### src/rtl/fifo_uart_tx.sv
// fifo_uart_tx: UART transmitter draining an upstream synchronous FIFO, 8 data bits,
// optional even/odd parity, one stop bit; one pop per frame, issued only from IDLE.
module fifo_uart_tx #(
    parameter int CLKS_PER_BIT = 868,
    parameter int PARITY       = 0
) (
    input  logic       clk,
    input  logic       reset_n,
    input  logic       fifo_empty,
    input  logic [7:0] fifo_data,
    output logic       fifo_rd_en,
    output logic       tx,
    output logic       busy,
    output logic       tx_done
);
    localparam int CW = (CLKS_PER_BIT > 1) ? $clog2(CLKS_PER_BIT) : 1;
    localparam logic [CW-1:0] LAST = CW'(CLKS_PER_BIT - 1);
    localparam bit HAS_PAR = (PARITY == 1) || (PARITY == 2);
    localparam logic ODD = (PARITY == 2);

    localparam logic [2:0] S_IDLE   = 3'd0;
    localparam logic [2:0] S_FETCH  = 3'd1;
    localparam logic [2:0] S_START  = 3'd2;
    localparam logic [2:0] S_DATA   = 3'd3;
    localparam logic [2:0] S_PARITY = 3'd4;
    localparam logic [2:0] S_STOP   = 3'd5;

    logic [2:0]    state_q, state_d;
    logic [CW-1:0] cnt_q, cnt_d;
    logic [2:0]    idx_q, idx_d;
    logic [7:0]    shift_q, shift_d;
    logic          par_q, par_d;
    logic          tx_q, tx_d;
    logic          done_q, done_d;
    logic          busy_q;
    logic          bit_end;

    assign bit_end    = (cnt_q == LAST);
    // Gated by reset so no pop can be requested while the FSM is held in reset
    assign fifo_rd_en = reset_n && (state_q == S_IDLE) && !fifo_empty;
    assign tx         = tx_q;
    assign busy       = busy_q;
    assign tx_done    = done_q;

    always_comb begin
        state_d = state_q;
        cnt_d   = bit_end ? '0 : cnt_q + 1'b1;
        idx_d   = idx_q;
        shift_d = shift_q;
        par_d   = par_q;
        tx_d    = tx_q;
        done_d  = 1'b0;
        case (state_q)
            S_IDLE: begin
                cnt_d   = '0;
                state_d = fifo_empty ? S_IDLE : S_FETCH;
            end
            S_FETCH: begin
                shift_d = fifo_data;
                par_d   = ^fifo_data ^ ODD;
                cnt_d   = '0;
                tx_d    = 1'b0;
                state_d = S_START;
            end
            S_START: if (bit_end) begin
                state_d = S_DATA;
                tx_d    = shift_q[0];
                idx_d   = '0;
            end
            S_DATA: if (bit_end) begin
                shift_d = {1'b0, shift_q[7:1]};
                idx_d   = (idx_q == 3'd7) ? idx_q : idx_q + 3'd1;
                state_d = (idx_q != 3'd7) ? S_DATA : HAS_PAR ? S_PARITY : S_STOP;
                tx_d    = (idx_q != 3'd7) ? shift_q[1] : HAS_PAR ? par_q : 1'b1;
            end
            S_PARITY: if (bit_end) begin
                state_d = S_STOP;
                tx_d    = 1'b1;
            end
            S_STOP: if (bit_end) begin
                state_d = S_IDLE;
                done_d  = 1'b1;
            end
            default: begin
                state_d = S_IDLE;
                cnt_d   = '0;
                tx_d    = 1'b1;
            end
        endcase
    end

    always_ff @(posedge clk or negedge reset_n) begin
        if (!reset_n) begin
            state_q <= S_IDLE;
            cnt_q   <= '0;
            idx_q   <= '0;
            shift_q <= '0;
            par_q   <= 1'b0;
            tx_q    <= 1'b1;
            done_q  <= 1'b0;
            busy_q  <= 1'b0;
        end else begin
            state_q <= state_d;
            cnt_q   <= cnt_d;
            idx_q   <= idx_d;
            shift_q <= shift_d;
            par_q   <= par_d;
            tx_q    <= tx_d;
            done_q  <= done_d;
            busy_q  <= (state_d != S_IDLE);
        end
    end
endmodule
### config.mk
export PLATFORM = sky130hd
export DESIGN_NAME = fifo_uart_tx
export DESIGN_NICKNAME = d
export VERILOG_FILES = /design/src/rtl/fifo_uart_tx.sv
export SDC_FILE = /design/constraint.sdc
export NUM_CORES = 1
export LEC_CHECK = 0
export CAP_MARGIN = 20
export CORE_MARGIN = 1.5
export CORE_UTILIZATION = 30
export CTS_CLUSTER_SIZE = 8
export DETAILED_ROUTE_END_ITERATION = 8
export GPL_TIMING_DRIVEN = 1
export PLACE_DENSITY_LB_ADDON = 0.2
export SLEW_MARGIN = 20
export SYNTH_ARGS = -nofsm -noshare
export SYNTH_HDL_FRONTEND = slang
export SYNTH_SLANG_ARGS = --single-unit
### constraint.sdc
create_clock -name clk -period 2.5 [get_ports clk]
set_input_delay 0.5 -clock clk [delete_from_list [all_inputs] [get_ports clk]]
set_output_delay 0.5 -clock clk [all_outputs]
set_load 0.1 [all_outputs]
==> results.md <==
- Cell with the most instances after synthesis: dfrtp_1
- CP Cell Sequence: nor3_1 > and3b_1 > buf_12
- Site Rows: 25
- Mapped Cells: 135
- CTS tree: done
- Crit end category: primary output
- Async S/R FF share, synth: 100.0%
- Post-layout util: ~36%
- Worst Skew: around 11 ps
- Initial drt markers: 47
- Top Metal Used: met4
- Commonest cells post-synth: dfrtp_1 (26), nor2_1 (15), mux2_2 (14)
- Vias: a little over 1000
- Hold Buf Count CTS: 0
- Worst Path Max Fanout: 16
- Initial Util: a little under a third
- Syn_nets: 151
- Worst path top cell family by delay: flip-flops
- I/O pin total: 15
- Syn Area/Cell: around 11 sq um
- Gr ovfl total: 0
- Total track usage: 11.34%
- Post-CTS Setup Bufs: 0
- Worst hold path type: reg2reg
- PwrDens: about 440 nW/um^2
- Overall routed net length: 2.764 mm
- Detailed placement HPWL: between 1.5 and 2 mm
- Register area share after synthesis: between 40 and 50%
- Metal3 WL: approximately 140 um
- Min Tclk post-route: approximately 2100 ps
- Antenna violations before repair: 0
- CTS Root Cell: clkbuf_8
- Syn Std Cell Area: 1456 sq um
- Share of cells above drive strength 1: between 20% and 30%
- Setup TNS: 0 ps
- Cell taking the most area after synthesis: dfrtp_1
- Data required time of the worst path: around 2000 ps
- Slew of the pin with the lowest slew margin: between 500 and 600 ps
- Slew Limit Fails: 0
- Final Wtd Congestion: approximately 0.74
- Yosys top cell area share: approximately 45%
- Clock buffer depth: 2
- First-pass GRT wire length: around 4.7 mm
- WL/cell: ~14 um
- Antenna diodes: 0
- Final hold vios: 0
- Filler cells: between 400 and 500
- Layout Nets: 165
- DR pass1 iterations: 4
- Largest net degree at the start of global routing: 28
- Startpoint class of the critical path: flip-flop
- EDFF count, synth: 0
- Layout area overhead: 15.72%
- Worst skew pair latency: between 200 and 300 ps
- Setup violations, final: 0
- Peak VDD IR: roughly 240 uV
- ANT nets after route: 0
- MaxCap Viol Count: 0
- Top FF cell, synth: dfrtp_1
- Critical Setup Path Class: reg2out
- Die Area: ~5300 sq um
- Vias in the first global route: between 1000 and 1500
- Die width: ~73 um
- Status: finished, final reports clean
- Metal2 WL: 1.284 mm
- Synth unique cells: 42
- TritonCTS Buffers: 3
- Via/cell ratio: approximately 5.1
- Power Total: about 0.00073 W
- Port Buffers: 14
- Critical Path Max Stage Delay: 580 ps
- Top post-synthesis cells by area: dfrtp_1 (45%), mux2_2 (11%), ha_1 (4.3%)
- CTS HTree Levels: 1
- Placeable Area: 4692 sq um
- Clk sink count: 27
- Flops & latches, synth: 27
- Post_cts resized: 0
- Die Y: a little over 70 um
- Yosys warning count: 0
- Clk slew on worst S/H paths: 100 ps
- Drt drc: 0
- Lkg Pwr: roughly 0.7 nW
- CP Data Arrival Time: about 1600 ps
- Fin crit share: approximately 83%
- RSZ-0062 raised after global routing: no
- CP Buf/Inv Count: 1
- Relative slew slack: between 60% and 70%
- Fmax: 479.7 MHz
- DRT met1 WL: 1.321 mm
- CP max stage cell: dfrtp_1
final timing paths:
check                      slack (ps)       start         end  cells past startpoint
setup / recovery                  420  state_q[0]  fifo_rd_en                      3
hold / removal                    480          tx          tx                      2
setup reg to reg                  570    cnt_q[0]  shift_q[0]                      5
hold reg to reg                   480          tx          tx                      2
max in group asynchronous        1570     reset_n          tx                      2
min in group asynchronous         620     reset_n    idx_q[0]                      2
cell families (layout without fill, tap and decap cells):
family	after synthesis	after routing	synth area share [%]
AO/OA/AOI/OAI	20	20	10.48
XOR/XNOR	9	9	5.413
adder cells (fa/ha/maj)	5	5	4.296
buffers and inverters	11	24	3.608
flip-flops	27	27	46.48
multiplexers	14	14	10.82
AND/OR/NAND/NOR	49	49	18.90
area by class of cell:
| cell class | count | area (sq um) | share of cell area, % |
|---|---|---|---|
| clock buffer | 4 | 45.04 | 2.673 |
| inverter | 5 | 18.77 | 1.114 |
| multi-input combinational | 97 | 726.9 | 43.13 |
| sequential | 27 | 676.9 | 40.16 |
| tap | 54 | 67.56 | 4.009 |
| timing repair buffer | 15 | 150.1 | 8.909 |
per-layer routing:
layer | vias up | GRT usage (%)
met5 | - | 0
met1 | 498 | 15.33
met2 | 24 | 18.55
met3 | 2 | 3.039
li1 | 508 | -
met4 | 0 | 1.887
through the flow:
| stage | instance area, sq um | setup WS (ps) | hold WS, ps | std cells |
|---|---|---|---|---|
| global placement | 1640 | 611.4 | 464.9 | 198 |
| finish | 1685 | 415.1 | 478.7 | 202 |
| CTS | 1685 | 399.1 | 479.9 | 202 |
| floorplan | 1456 | 326.5 | 204.4 | 135 |
| detailed placement | 1640 | 584.9 | 465.0 | 198 |
| global route | 1685 | 311.4 | 524.7 | 202 |
worst min-delay path: stages, from the launching register on:
cell and delay, ps:
dfstp_2 380, inv_1 40, o32ai_1 60
report_power, final:
| part | switching (W) | internal, W | leakage [nW] |
|---|---|---|---|
| clock | 0.000136 | 0.000114 | 0.0228 |
| combinational | 0.0000144 | 0.0000241 | 0.346 |
| sequential | 0.00000342 | 0.000443 | 0.335 |
placed cells by master, fill, tap and decap left out, types with 3 or more instances in the layout:
cell type,n
ha_1,5
o21ai_0,6
buf_4,4
nand4_1,4
and2_1,3
mux2_2,14
xor2_1,6
o31ai_1,3
nand3_1,5
xnor2_1,3
clkbuf_8,3
nor2_1,15
dfrtp_1,26
clkdlybuf4s50_1,10
nand2_1,6
inv_1,5
flip-flops by register name, summed over array words and instances, names as in the netlist:
register,count
busy,1
state_q,3
idx_q,3
tx,1
shift_q,8
tx_done,1
cnt_q,10
Power figures use the tool's default switching activity.
